`src/rtl/sram_rport_arbiter.sv`:
```
// Port-1 arbiter for the cache SRAM macro banks: Wishbone debug reads and LA strobe reads
// share csb1/addr1; each granted read is sequenced through the macro latency and acked once.
module sram_rport_arbiter #(
  parameter int          NBANK     = 8,
  parameter int          AW        = 9,
  parameter int          DW        = 32,
  parameter logic [31:0] BASE_ADDR = 32'h3000_0000,
  parameter int          READ_LAT  = 2
) (
  input  logic                wb_clk_i,
  input  logic                wb_rst_i,
  input  logic                wbs_stb_i,
  input  logic                wbs_cyc_i,
  input  logic                wbs_we_i,
  input  logic [31:0]         wbs_adr_i,
  output logic                wbs_ack_o,
  output logic [31:0]         wbs_dat_o,
  input  logic                la_req_i,
  input  logic [2:0]          la_bank_i,
  input  logic [AW-1:0]       la_addr_i,
  output logic                la_ack_o,
  output logic [DW-1:0]       la_rdata_o,
  output logic [NBANK-1:0]    ram_csb1_o,
  output logic [AW-1:0]       ram_addr1_o,
  input  logic [NBANK*DW-1:0] ram_rdata_i,
  output logic                busy_o
);

  localparam logic [1:0] S_IDLE    = 2'd0;
  localparam logic [1:0] S_ISSUE   = 2'd1;
  localparam logic [1:0] S_WAIT    = 2'd2;
  localparam logic [1:0] S_RESP    = 2'd3;
  localparam logic [1:0] WAIT_INIT = (READ_LAT > 1) ? 2'(READ_LAT - 2) : 2'd0;
  localparam logic [3:0] NBANK_L   = 4'(NBANK);

  logic [1:0]       state;
  logic [1:0]       wait_cnt;
  logic [2:0]       bank_q;
  logic             grant_la_q;
  logic             wb_abort_q;
  logic             favour_la;
  logic             wb_hit;
  logic             grant_la;
  logic             grant_wb;
  logic             sel_fast;
  logic             complete;
  logic [2:0]       wb_bank;
  logic [2:0]       sel_bank;
  logic [AW-1:0]    wb_word;
  logic [AW-1:0]    sel_word;
  logic [NBANK-1:0] csb_issue;
  logic [DW-1:0]    rd_sel;
  logic             unused_adr;

  assign wb_hit   = wbs_stb_i & wbs_cyc_i & (wbs_adr_i[31:16] == BASE_ADDR[31:16]);
  assign wb_bank  = wbs_adr_i[AW+4:AW+2];
  assign wb_word  = wbs_adr_i[AW+1:2];

  // LA wins when it is alone or when the round-robin pointer favours it
  assign grant_la = la_req_i & (~wb_hit | favour_la);
  assign grant_wb = wb_hit & ~grant_la;
  assign sel_bank = grant_la ? la_bank_i : wb_bank;
  assign sel_word = grant_la ? la_addr_i : wb_word;
  assign sel_fast = grant_la ? ({1'b0, la_bank_i} >= NBANK_L)
                             : (wbs_we_i | ({1'b0, wb_bank} >= NBANK_L));

  assign complete = ((state == S_ISSUE) && (READ_LAT == 1)) ||
                    ((state == S_WAIT) && (wait_cnt == 2'd0));
  assign busy_o     = (state != S_IDLE);
  assign unused_adr = ^{wbs_adr_i[15:AW+5], wbs_adr_i[1:0]};

  always_comb begin
    csb_issue = '1;
    for (int b = 0; b < NBANK; b++)
      if (sel_bank == 3'(b)) csb_issue[b] = 1'b0;
  end

  always_comb begin
    rd_sel = '0;
    for (int b = 0; b < NBANK; b++)
      if (bank_q == 3'(b)) rd_sel = ram_rdata_i[b*DW +: DW];
  end

  always_ff @(posedge wb_clk_i or posedge wb_rst_i) begin
    if (wb_rst_i) begin
      state       <= S_IDLE;
      wait_cnt    <= 2'd0;
      bank_q      <= 3'd0;
      grant_la_q  <= 1'b0;
      wb_abort_q  <= 1'b0;
      favour_la   <= 1'b0;
      ram_csb1_o  <= '1;
      ram_addr1_o <= '0;
      wbs_ack_o   <= 1'b0;
      wbs_dat_o   <= 32'd0;
      la_ack_o    <= 1'b0;
      la_rdata_o  <= '0;
    end else begin
      wbs_ack_o <= 1'b0;
      la_ack_o  <= 1'b0;
      case (state)
        S_IDLE: begin
          if (grant_la | grant_wb) begin
            bank_q     <= sel_bank;
            grant_la_q <= grant_la;
            wb_abort_q <= 1'b0;
            favour_la  <= grant_wb;
            // Writes and out-of-range banks answer zero without touching the macros
            if (sel_fast) begin
              state <= S_RESP;
              if (grant_la) begin
                la_ack_o   <= 1'b1;
                la_rdata_o <= '0;
              end else begin
                wbs_ack_o <= 1'b1;
                wbs_dat_o <= 32'd0;
              end
            end else begin
              state       <= S_ISSUE;
              ram_csb1_o  <= csb_issue;
              ram_addr1_o <= sel_word;
            end
          end
        end
        S_ISSUE: begin
          ram_csb1_o <= '1;
          wait_cnt   <= WAIT_INIT;
          state      <= S_WAIT;
          if (!wbs_cyc_i) wb_abort_q <= 1'b1;
        end
        S_WAIT: begin
          wait_cnt <= wait_cnt - 2'd1;
          if (!wbs_cyc_i) wb_abort_q <= 1'b1;
        end
        default: state <= S_IDLE;
      endcase

      // A WB master that abandoned the cycle gets no ack and keeps its old data
      if (complete) begin
        state <= S_RESP;
        if (grant_la_q) begin
          la_ack_o   <= 1'b1;
          la_rdata_o <= rd_sel;
        end else if (!wb_abort_q && wbs_cyc_i) begin
          wbs_ack_o <= 1'b1;
          wbs_dat_o <= 32'(rd_sel);
        end
      end
    end
  end

endmodule
```
`config.mk`:
```
export PLATFORM = sky130hd
export DESIGN_NAME = sram_rport_arbiter
export DESIGN_NICKNAME = d
export VERILOG_FILES = /design/src/rtl/sram_rport_arbiter.sv
export SDC_FILE = /design/constraint.sdc
export NUM_CORES = 1
export LEC_CHECK = 0
export ABC_AREA = 1
export BUFFER_PORTS_ARGS = -buffer_cell sky130_fd_sc_hd__buf_4
export CORE_AREA = 2 2 151 153
export DETAILED_ROUTE_END_ITERATION = 16
export DIE_AREA = 0 0 153 155
export MAX_ROUTING_LAYER = met4
export PLACE_DENSITY_LB_ADDON = 0.05
export SKIP_CTS_REPAIR_TIMING = 1
export SLEW_MARGIN = 25
export SYNTH_ARGS = -nofsm -noshare
export SYNTH_HDL_FRONTEND = slang
export SYNTH_SLANG_ARGS = --single-unit
```
`constraint.sdc`:
```
create_clock -name wb_clk_i -period 7.14 [get_ports wb_clk_i]
set_input_delay 0.714 -clock wb_clk_i [delete_from_list [all_inputs] [get_ports wb_clk_i]]
set_output_delay 0.714 -clock wb_clk_i [all_outputs]
set_load 0.02 [all_outputs]
```
; ---- Yosys cells after proc, flatten, opt, wreduce, memory -nomap -nowiden
; Index checks and enable logic that the tools add are counted.
; W data, S select, Z words.
[classes]
n_reduce_logical = 17
mux = 56
eq_ne = 22
n_addsub = 1
bitwise = 9
[ops]
columns = operator, n
row1 = $mux W32, 21
row2 = $eq A3 B3 Y1 const B, 8
row3 = $mux W1, 24
row4 = $eq A16 B14 Y1 const B, 1
row5 = $mux W8, 2
row6 = $pmux W8 S2, 1
row7 = $eq A3 B2 Y1 const B, 4
row8 = $mux W9, 1
row9 = $reduce_and A3 Y1, 3
row10 = $ne A2 B2 Y1 const B, 4
row11 = $reduce_bool A2 Y1, 4
row12 = $eq A3 B1 Y1 const B, 2
row13 = $logic_not A3 Y1, 2
row14 = $mux W2, 3
row15 = $pmux W2 S3, 1
row16 = $and A1 B1 Y1, 4
row17 = $logic_not A2 Y1, 2
row18 = $pmux W2 S2, 1
row19 = $reduce_and A2 Y1, 2
row20 = $mux W3, 1
row21 = $ne A3 B3 Y1 const B, 1
row22 = $not A1 Y1, 3
row23 = $eq A2 B1 Y1 const B, 1
row24 = $eq A2 B2 Y1 const B, 1
row25 = 6 further kinds, 8
[totals]
output_inout_bits = 84
input_bits = 306
word_cells = 117
ff_bits = 93

; ---- Logic depth before layout (Yosys ltp)
; Gate-level depths: netlist of run 1.
[depth]
word_depth = 13
depth_mapped = 12
mapped_depth_nobuf = 12

; ---- Worst setup path after synthesis of run 1
; OpenSTA, ideal clock, no wires.
[synth_path]
path_kind = input -> register
start = in wbs_adr_i[17]
end = reg ram_addr1_o[8]
arrival_time_ps = 1921
path_slack_ps = 5100
setup_time_ps = 119
path_buffers = 1
cell_stages = 9
cell_sequence = or2_1 -> nor2_2 -> nand3_1 -> nand2_2 -> nand2_2 -> a21oi_4 -> buf_6 -> o21ai_1 -> o21a_1
[synth_between]
elab_chain_len = 9
[synth_lines]
columns = item, line_no
row1 = "start, declared", 15  ; input logic [31:0] wbs_adr_i,
row2 = $eq A16 B14 Y1 (*), 55  ; assign wb_hit = wbs_stb_i & wbs_cyc_i & (wbs_adr_i[31:16] == BASE_ADDR[31:16]);
row3 = $and A1 B1 Y1 (*), 55
row4 = $not A1 Y1, 60  ; assign grant_la = la_req_i & (~wb_hit | favour_la);
row5 = $or A1 B1 Y1, 60
row6 = $and A1 B1 Y1, 60
row7 = $not A1 Y1, 61  ; assign grant_wb = wb_hit & ~grant_la;
row8 = $and A1 B1 Y1, 61
row9 = $or A1 B1 Y1, 103  ; if (grant_la | grant_wb) begin
row10 = $reduce_and A3 Y1 (no source line), -
row11 = "end signal, assigned", 121  ; ram_addr1_o <= sel_word;
row12 = "end, declared", 24  ; output logic [AW-1:0] ram_addr1_o,
; Every way passes the cells marked *; elsewhere a longest branch is shown, timed or not.
; A chain may end at the register's enable or synchronous reset.

; ---- Final worst setup path of run 1
[layout_path]
start = reg bank_q[1]
end = reg la_rdata_o[0]
[layout_between]
elab_chain_len = 11
[layout_lines]
columns = item, line_no
row1 = "start, declared", 38  ; logic [2:0] bank_q;
row2 = "start signal, assigned", 104  ; bank_q <= sel_bank;
row3 = $logic_not A3 Y1, 81  ; if (bank_q == 3'(b)) rd_sel = ram_rdata_i[b*DW +: DW];
row4 = $mux W32 (7 in series), 81
row5 = $mux W32 (*), 81
row6 = $mux W32 (*), 141  ; if (grant_la_q) begin
row7 = $mux W32 (*), 139  ; if (complete) begin
row8 = "end signal, assigned", 143  ; la_rdata_o <= rd_sel;
row9 = "end, declared", 22  ; output logic [DW-1:0] la_rdata_o,
; Marked as above.

==> results of run 1 <==
## routing by layer
layer,GRT usage (%),share of wire (%),vias up
met4,7.19,1.9,0
li1,-,-,3839
met1,25.6,41,3248
met3,5.85,7.3,25
met5,-,0,-
met2,39.5,50,261
## critical path, stage by stage (launching register included)
cell and delay [ps]:
dfrtp_1 510, inv_2 140, nor3_4 680, buf_4 380, inv_1 80, nor2_1 190, nor2_1 70, nand4_1 80
nor2_1 80, nand3_1 80, o21ai_1 90, inv_1 70
## cell usage in the layout, fill, tap and decap left out, drive strengths merged, types with 2 or more instances in the layout
cell type and count:
buf 392, o21a 9, or2 61, dfrtp 85
bufinv 3, nand2 469, inv 97, nor2 40
nand3b 2, dfstp 8, nor3 5, o21ai 22
a21oi 40, clkbuf 12, clkinv 2, ha 4
nand3 77, nand4 33
## logic make-up after synthesis
| kind of cell | synth area share [%] |
|---|---|
| AOI/OAI and AO/OA | 6.42 |
| DFF | 36.7 |
| adders and majority gates | 0.786 |
| and+or+nand+nor | 47.1 |
| buffers and inverters | 8.82 |
| muxes | 0.157 |
## area by class of cell
class,instances,share of cell area (%)
Tap cell,285,3.62
Clock buffer,12,2.50
Inverter,98,3.77
Timing Repair Buffer,392,29.9
Clock inverter,4,0.965
Multi-Input combinational cell,767,35.6
Antenna cell,1,0.0254
Sequential cell,93,23.7
## flip-flops by register name, summed over array words and instances, names as in the netlist
signal       flops
wbs_dat_o       32
favour_la        1
la_rdata_o      32
grant_la_q       1
la_ack_o         1
ram_csb1_o       8
wbs_ack_o        1
state            2
wb_abort_q       1
bank_q           3
ram_addr1_o      9
wait_cnt         2
## worst max path at each step
stage / end / start / slack (ps)
after floorplan: bank_q[0]$_DFFE_PP0P_ / wb_rst_i / 4020
after global placement: wbs_dat_o[9]$_DFF_PP0_ / wbs_adr_i[17] / 4240
after detailed placement: wbs_dat_o[18]$_DFF_PP0_ / wbs_adr_i[17] / 4210
after CTS: la_rdata_o[0]$_DFF_PP0_ / bank_q[1]$_DFFE_PP0P_ / 4510
after global routing: la_rdata_o[0]$_DFF_PP0_ / bank_q[1]$_DFFE_PP0P_ / 4350
final: la_rdata_o[0]$_DFF_PP0_ / bank_q[1]$_DFFE_PP0P_ / 4620
## cell usage after synthesis, types with 2 or more instances
library cell / n / share of area (%)
dfstp_2: 8 / 3.3
or2_2: 30 / 2.9
a21oi_1: 39 / 3.1
o21ai_1: 12 / 0.94
nand4_1: 32 / 3.1
or2_0: 29 / 2.8
nand3b_1: 2 / 0.24
ha_1: 4 / 0.79
inv_2: 8 / 0.47
o21ai_0: 10 / 0.79
nand3_1: 76 / 6.0
clkbuf_1: 38 / 2.2
nor2_1: 38 / 2.2
or2_1: 2 / 0.20
inv_1: 89 / 5.2
dfrtp_1: 85 / 33
nor2_2: 2 / 0.20
nand2_1: 465 / 27
nand2_2: 3 / 0.29
buf_2: 8 / 0.63
nor3_2: 5 / 0.79
o21a_1: 9 / 1.1
## stage by stage
stage | power [mW] | utilization [%] | cells | instance area, sq um | setup slack, ps
3_3_place_gp | 3.21 | 42.8 | 1635 | 9510 | 4240
3_5_place_dp | 3.22 | 42.8 | 1635 | 9510 | 4210
4_1_cts | 3.79 | 44.3 | 1651 | 9850 | 4510
6_report | 3.73 | 44.3 | 1652 | 9860 | 4620
2_1_floorplan | 2.29 | - | 1005 | 6370 | 4020
5_1_grt | 4.09 | 44.3 | 1652 | 9860 | 4350
## power by group
part	leakage [nW]	internal, mW	switching [mW]	total, mW
Sequential	1.13	0.784	0.143	0.927
Combinational	4.14	0.873	1.37	2.24
Clock	0.167	0.352	0.206	0.558
Total	5.43	2.01	1.72	3.73
==> flow_results.org, run 1 <==
** Outcome
- The flow ran to the end, and the final reports show no timing, DRC or antenna violations.

** Drt
- Wires add up to 26.2 mm.
- The first TritonRoute pass finished after 5 iterations.
- DRC viols :: 0
- In the final routed layout, each cell accounts on average for 15.8 microns.
- The detailed router placed 7,373 vias in this run.
- The count of nets left with antenna violations once routing finished came out at 0.
- In this run, the number of DRC markers left after iteration 0 of detailed routing was 333.
- Number of vias per cell :: 4.46

** Setup path
- The worst setup path is of the reg -> reg kind.
- Required time of the critical path :: 7430 ps
- For the worst setup path, the data arrival time is 2810 ps.
- The number of cells on the worst reg-to-reg path is 11.
- Kind of launch point of the worst setup path :: flip-flop
- Type of destination of the critical path :: flip-flop
- Worst-path fanout max :: 18
- The worst register-to-register path ends at la_rdata_o[0]$_DFF_PP0_.
- Startpoint of the most critical register-to-register path :: bank_q[1]$_DFFE_PP0P_
- Reg2reg setup slack :: 4620 ps

** Timing
- Final worst-path cycle share :: 35.3%
- Final Critical Period :: 2520 ps
- The hold violation total from the final report was 0.
- Number of max-slew violations in the final report :: 0
- Setup-failing EPs final :: 0
- Across the routed clock network, the largest skew measured is 8.39 ps.
- Worst-case hold slack :: 418 ps
- Setup repair after global routing left no endpoint under its margin.
- Setup TNS :: 0 ps
- Measured against its own limit, the worst slew margin works out to 37.1%.
- Pin slew with the least headroom to its limit :: 944 ps
- Achievable Freq :: 397 MHz

** Global routing
- The first global-routing pass estimated 40.6 mm of wire.
- The number of antenna violations at the first check in global routing is 1.
- The number of global-route vias before repair was 7,485.
- GRT Util Overall :: 22.7%
- For this run the aggregate overflow at the end of global routing stands at 0.
- Entering global routing, the biggest net connects 64 pins.

** Floorplanning
- Site Rows :: 55
- Die X :: 153 microns
- Starting density of the core :: 28.7%
- Number of top-level pins :: 390
- Height of the die :: 155 microns
- The die covers 0.0237 sq mm.
- Core outline area :: 0.0222 sq mm

** Clock network
- Maximum level of the CTS H-tree :: 3
- Clock tree synthesis selected as its root buffer the cell clkbuf_16.
- At the later pin of the worst-skew pair, clock insertion delay measures 350 ps.
- Number of CTS-inserted buffers :: 9
- CTS Buffer Depth :: 2
- Clock-pin slew was measured on the worst setup and hold paths at 70 ps.
- CTS tree :: built
- The clock net in this run drives a total of 93 sinks.

** Logic synthesis
- The synthesized design contains 0 enable-type register cells.
- Total standard cell area after synthesis :: 0.00637 sq mm
- Most used DFF post-synth :: dfrtp_1
- In this run the mean area of a mapped cell was 6.34 sq um.
- Distinct cell type count after synthesis :: 33
- For this run, the number of Yosys warnings is 0.
- Sequential cells were found to cover 36.7% of the synthesized design area.
- The synthesized design contains 93 register bits.
- Of all flip-flops after synthesis, the portion carrying an async set or reset was 100%.
- After technology mapping, the gate count stands at 1,005.
- Synthesized Nets :: 1,315

** Final layout
- Registers take 0.00234 sq mm.
- Number of fillers in the final layout :: 2,474
- Layout cell share with drive strength beyond 1 :: 34.4%
- Area taken by multi-input logic gates :: 0.00350 sq mm
- After the last flow step, the layout net total stands at 1,671.
- Area growth, synth to finish :: 54.7%

** Flow run
- Count of maximum capacitance violations :: 0

** Placed design
- Post-DP HPWL :: 20.1 mm
- Routability-driven placement finished with a final weighted congestion of 0.818.
- Number of buffers added on ports :: 385

** Hold path
- Tightest Hold Check Type :: in -> async

** Power
- Static power due to leakage :: 5.43 nW
- Worst VDD drop :: 145 uV
- Power spread over the standard cell area amounts to 378 mW/mm^2.
Power figures use the tool's default switching activity.
==> inputs of run 2 (changes only) <==
- clock period: 7.14 -> 2 ns (I/O delays scaled with it)
==> flow_results.org, run 2 (synthesis gave the netlist of run 1 again) <==
** Outcome
- The run finished, with violations left.
- Failing checks :: negative hold slack

** Setup path
- At the worst endpoint, the required time is 2240 ps.
- Category of the most critical setup path :: reg -> reg
- Number of cells on the critical path :: 10
- Traced cell by cell, the critical path runs through inv_1 > ha_1 > nand2_1 > inv_1 > nand2_1 > inv_2 > buf_12 > or2_2 > nand2_1 > inv_1.
- Critical-path top delay cell :: dfrtp_1
- Cell count of the worst reg-to-reg path :: 10
- Critical path arrival :: 2070 ps
- In this run the worst path has a maximum fanout of 39.
- For this run, the slowest stage of the critical path takes 350 ps.
- Type of destination of the critical path :: flip-flop
- Kind of launch point of the worst setup path :: flip-flop
- WP buf/inv :: 5
- Cell family with the largest share of critical-path delay :: simple AND/OR/NAND/NOR gates

** Timing
- Worst-case headroom to the max-slew limit :: 64.3%
- Setup repair after global routing left no endpoint under its margin.
- After layout, the minimum clock period comes to 1830 ps.
- Number of max-slew violations in the final report :: 0
- Setup TNS :: 0 ps
- At the pin with the least slew margin, the transition time is 535 ps.
- Setup-failing EPs final :: 0
- The hold violation total from the final report was 1.
- Between clock sinks in the finished design, the worst skew comes to 7.15 ps.
- Achievable Freq :: 546 MHz
- On the final layout, the worst hold slack is -6.85 ps.
- Of the available clock period, the critical path in the final layout requires 91.6%.

** Drt
- Average wire per standard cell :: 16.1 microns
- The routed layout has 7,618 vias.
- In the routed layout, each cell is associated on average with a via count of 4.54.
- Total wirelength of the detailed-routed design :: 27.0 mm
- DRC viols :: 0
- The first routing iteration left 339 violations.
- The detail route stage leaves a number of antenna-violating nets equal to 0.
- Number of iterations in the first detailed-routing pass :: 4

** Power
- Worst VDD drop :: 515 uV
- In this run switching power makes up 45.9% of total power.
- Fraction of power consumed by combinational cells :: 61.8%
- Sequential share of power :: 24.3%
- For this design the ratio of total power to cell area is 1340 mW/mm^2.
- Cell internal power was estimated by the tool at 7.41 mW.
- The analysis attributes to cell leakage a power of 5.58 nW.
- Psw :: 6.28 mW
- The clock network is responsible for 13.9% of the overall power.

** Placed design
- Detailed placement finished with a half-perimeter wire length of 20.8 mm.
- Number of buffers added on ports :: 385
- Routability Congestion :: 0.872

** Global routing
- Total global routing overflow :: 0
- Vias in the first global route :: 7,610
- The first global-routing pass estimated 41.7 mm of wire.
- Global routing used 23.2% of the available tracks across all layers.
- Antenna violations before repair :: 1
- Entering global routing, the biggest net connects 94 pins.

** Clock network
- CTS clk-pin slew, worst paths :: 70 ps
- TritonCTS built the clock tree.
- Sink count of the clock tree :: 93
- The cell sitting at the root of the clock tree is a clkbuf_16.
- CTS Buffer Depth :: 2
- Maximum level of the CTS H-tree :: 3
- Skew-Pair Late Insertion Delay :: 340 ps
- Number of CTS-inserted buffers :: 9

** Final layout
- The largest registers in the layout are la_rdata_o x32, wbs_dat_o x32, ram_addr1_o x9.
- The post-route netlist has 35.8% of its cells at a drive strength greater than 1.
- The library cell used most frequently in the layout, excluding fill and tap cells, is nand2_1.
- Area growth, synth to finish :: 59.8%
- In the final design database the tool counted 1,697 nets.
- Commonest cells after routing, fill and taps aside :: nand2_1, buf_4, inv_1
- Once layout is complete, the utilization of the core stands at 45.8%.

** Floorplanning
- After floorplanning, the core was sized to cover 0.0222 sq mm.
- Row generation in the floorplan step produced 55 rows.
- The floorplan step set the die height to 155 microns.
- Total Die Area :: 0.0237 sq mm
- Die X :: 153 microns
- Pin placement for this block handled 390 I/O pins.
- Starting density of the core :: 28.7%

** Flow run
- Max-cap violations in this run came to 0.

** Hold path
- In this run the worst hold path is classified as in -> async.
## run 2: path summary, 6_finish.rpt
check	start	to	slack (ps)
max	state[0]$_DFFE_PP0P_	la_rdata_o[15]$_DFF_PP0_	170
min	wb_rst_i	la_rdata_o[12]$_DFF_PP0_	-7
max reg2reg	state[0]$_DFFE_PP0P_	la_rdata_o[15]$_DFF_PP0_	170
min reg2reg	ram_csb1_o[7]$_DFFE_PP1P_	ram_csb1_o[7]$_DFFE_PP1P_	470
max in group asynchronous	wb_rst_i	bank_q[2]$_DFFE_PP0P_	1580
min in group wb_clk_i	ram_rdata_i[252]	wbs_dat_o[28]$_DFF_PP0_	130
## run 2: power by group through the flow
stage	registers (mW)	logic (mW)	clock network, mW
4_1_cts	3.34	8.61	1.97
5_1_grt	3.45	9.42	2.05
3_3_place_gp	3.33	8.56	0
2_1_floorplan	4.20	3.97	0
3_5_place_dp	3.35	8.59	0
6_report	3.33	8.45	1.90
## run 2: cell type report
type | instances | area [sq um]
Antenna cell | 1 | 2.50
Clock buffer | 11 | 243
Clock inverter | 5 | 83.8
Sequential cell | 93 | 2340
Inverter | 98 | 372
Multi-Input combinational cell | 767 | 3500
Fill cell | 2416 | 12100
Timing Repair Buffer | 418 | 3280
Tap cell | 285 | 357
## run 2: worst register-to-register path: cells and delay by family, from the launching register on
family / cells / cell delay [ps]
flops: 1 / 350
fa+ha+maj: 1 / 240
buf+inv: 5 / 460
simple gates: 4 / 680
## run 2: routing by layer
layer / vias to the layer above / share of wire (%) / global-route usage (%)
met2: 259 / 49 / 40.2
met3: 23 / 6.5 / 5.32
met1: 3444 / 42 / 27.3
met5: - / 0 / -
li1: 3892 / - / -
met4: 0 / 2.0 / 6.08
## run 2: metrics by stage
step	setup slack (ps)	instance area, sq um	hold WS (ps)	power [mW]	std cells
after global routing	38.9	10200	23.6	14.9	1678
final	167	10200	-6.85	13.7	1678
after global placement	116	9850	391	11.9	1661
after floorplan	314	6370	366	8.18	1005
after CTS	127	10200	17.4	13.9	1677
after detailed placement	78.7	9850	402	11.9	1661
==> inputs of run 3 (changes only) <==
- ABC_AREA: 1 -> unset
- CORE_AREA: 2 2 151 153 -> 2 2 153 155
- DIE_AREA: 0 0 153 155 -> 0 0 155 157
==> flow_results.org, run 3 <==
** Logic synthesis
- Commonest cells in the synthesized netlist :: dfrtp_1, nand2_1, o21ai_0
- Count of mapped cells out of synthesis :: 681
- Synthesis produced a netlist with a net count of 991.
- Share of the synthesized netlist area taken by xor and xnor gates :: 0%
- Leading cell types by total area after synthesis :: dfrtp_1, mux2i_1, o21ai_0
- Syn_area_per_cell :: 9.04 sq um
- Combinational family with the most area after synthesis :: compound AO/OA/AOI/OAI gates
- Mux share of post-synthesis cell area :: 6.10%
- Of the total synthesized cell area, the portion taken by AND, OR, NAND and NOR gates is 16.0%.
- After Yosys synthesis, full adders, half adders and majority gates account for 0.813% of the synthesized area.
- Share of async-settable or async-resettable flops after synthesis :: 100%
- Post-synth top area share :: 34.6%
- Sequential fraction of the synthesis area :: 38.0%
- Compound-cell area share of the yosys netlist :: 33.6%
- Library cell with the largest summed area after synthesis :: dfrtp_1
- EDFF count, synth :: 0
- Flip-flop and latch count after synthesis :: 93
- Distinct cell type count after synthesis :: 61
- Most repeated cell in the gate-level netlist after synthesis :: dfrtp_1
- Yosys Warn Count :: 0
- In the synthesized netlist the dominant register cell turns out to be dfrtp_1.
- The synthesized netlist occupies a cell area of 0.00616 sq mm.

** Power
- Summed over all cells, the static leakage comes to 4.66 nW.
- Dividing total power by cell area gives a power density of 1320 mW/mm^2.
- VDD sags by at most 606 uV.

** Floorplanning
- For this configuration, the core starts out at a cell density of 27.4%.
- In this run the vertical extent of the chip is 157 microns.
- Total Die Area :: 0.0243 sq mm
- Core outline area :: 0.0225 sq mm
- After floorplanning, the core was divided into 55 placement rows.
- Die X :: 155 microns
- During I/O placement, the number of pins put on the boundary was 390.

** Final layout
- The count of cells in the finished layout, fillers not included, comes to 1,346.
- Layout cell share with drive strength beyond 1 :: 45.8%
- Footprint of the flip-flops and latches :: 0.00235 sq mm
- Commonest cells after routing, fill and taps aside :: buf_4, dfrtp_1, nand2_1
- The number of antenna diodes in the final layout is 0.
- The library cell used most frequently in the layout, excluding fill and tap cells, is buf_4.
- Registers with the most flip-flops :: la_rdata_o x32, wbs_dat_o x32, ram_addr1_o x9
- For this run, the post-layout net count is 1,366.
- Area growth, synth to finish :: 61.1%
- Summing all multi-input logic gate instances after layout gives 0.00352 sq mm.
- Number of fillers in the final layout :: 2,276

** Timing
- Pin slew with the least headroom to its limit :: 542 ps
- Counting I/O delays and the setup requirement, the final critical path takes 1900 ps.
- On the final layout, the worst hold slack is -4.43 ps.
- Achievable Freq :: 527 MHz
- Setup-failing EPs final :: 0
- Clock skew on the completed layout was measured at 11.1 ps.
- The hold violation total from the final report was 2.
- Setup repair after global routing missed its margin :: yes
- Final worst-path cycle share :: 94.8%
- Number of max-slew violations in the final report :: 0
- Headroom to the max-slew limit came out at 63.9%.

** Clock network
- Cell chosen for the clock root :: clkbuf_16
- CTS tree :: built
- No sink is reached through more buffers than the 2 on the longest clock path.
- Buffers inserted during clock tree synthesis total 9.
- Sink count of the clock tree :: 93
- CTS clk-pin slew, worst paths :: 80 ps
- Skew-Pair Late Insertion Delay :: 350 ps
- The H-tree was split into 3 levels.

** Setup path
- The worst setup path is of the reg -> reg kind.
- Kind of launch point of the worst setup path :: flip-flop
- Required time of the critical path :: 2250 ps
- STA classifies the critical path endpoint as a flip-flop.
- Critical path arrival :: 2140 ps
- Of all nets on the critical path, the largest fanout is 6.

** Drt
- DRC viols :: 0
- The routed layout has 6,927 vias.
- Violation count after the first detailed-routing iteration :: 536
- Number of iterations in the first detailed-routing pass :: 5
- Antenna viol nets, final :: 0
- After detailed routing, the average wire length per cell comes to 20.9 microns.
- After detailed routing, the number of vias per cell comes to 5.15.
- The routed design has 28.1 mm of wire.

** Global routing
- Global routing used 22.8% of the available tracks across all layers.
- Antenna violations before repair :: 0
- Total global routing overflow :: 0
- Pin count of the biggest net entering global routing :: 94
- First-pass GRT wire length :: 41.3 mm
- Vias in the first global route :: 6,898

** Outcome
- The flow ran to the end, but the final reports show violations.
- The final reports fail on negative hold slack.

** Placed design
- Routability Congestion :: 0.870
- Once placement completed, the tool counted placed cells totaling 1,330.
- Once detailed placement completed, the half-perimeter wirelength came to 21.9 mm.
- Number of buffers added on ports :: 385

** Flow run
- Across the run, the number of max-cap violations was 0.

** Hold path
- Tightest Hold Check Type :: in -> async
==> run 3: stage by stage <==
stage	setup TNS (ps)	setup slack (ps)	utilization, %	cell area [sq um]	total power [mW]
floorplan	0	30.7	-	6160	8.10
global placement	-2810	-164	42.7	9620	11.5
detailed placement	-3620	-233	42.7	9620	11.6
CTS	-206	-126	44.0	9890	13.3
global route	-75.5	-39.2	44.1	9920	14.1
finish	0	104	44.1	9920	13.1
==> run 3: cell families (layout without fill, tap and decap cells) <==
family / count (synthesis) / count (layout)
compound gates: 267 / 267
fa+ha+maj: 4 / 4
buf+inv: 85 / 465
mux: 35 / 35
simple gates: 197 / 197
flops: 93 / 93
==> run 3: report_power, final <==
group / switching, mW / internal [mW] / total, mW
sequential: 0.521 / 2.67 / 3.19
clock: 0.781 / 0.882 / 1.66
combinational: 4.60 / 3.68 / 8.29
==> run 3: worst max-delay path, cell delays in order, from the launching register on <==
cell and delay [ps]:
dfrtp_1 380, inv_1 110, ha_1 210, clkinv_2 150, nor2_1 170, a32oi_1 140
and2_1 250, o41ai_1 390
==> run 3: metal layers <==
layer  up-vias  global-route usage [%]  share of wire (%)  routed length, microns
li1       3366                       -                  -                       -
met2       265                    38.0                 50                   13900
met3        25                    3.74                5.9                    1650
met4         0                    5.69                1.6                     454
met1      3271                    28.9                 43                   12000
met5         -                       -                  0                       0
==> run 3: final timing paths <==
kind,startpoint,end,slack [ps],cells after the start
worst max-delay path,state[0]$_DFFE_PP0P_,ram_csb1_o[3]$_DFFE_PP1P_,100,7
worst min-delay path,wb_rst_i,wbs_dat_o[1]$_DFF_PP0_,-4,3
worst max register to register,state[0]$_DFFE_PP0P_,ram_csb1_o[3]$_DFFE_PP1P_,100,7
worst min register to register,la_rdata_o[6]$_DFF_PP0_,la_rdata_o[6]$_DFF_PP0_,480,2
max in group asynchronous,wb_rst_i,bank_q[2]$_DFFE_PP0P_,1590,3
min in group wb_clk_i,wbs_adr_i[13],bank_q[2]$_DFFE_PP0P_,170,2
==> run 3: cell type report <==
cell class                      count  area share (%)
Tap cell                          285            3.59
Clock buffer                       11            2.45
Clock inverter                      5           0.353
Multi-Input combinational cell    503            35.5
Timing Repair Buffer              430            33.7
Sequential cell                    93            23.7
Inverter                           19           0.769
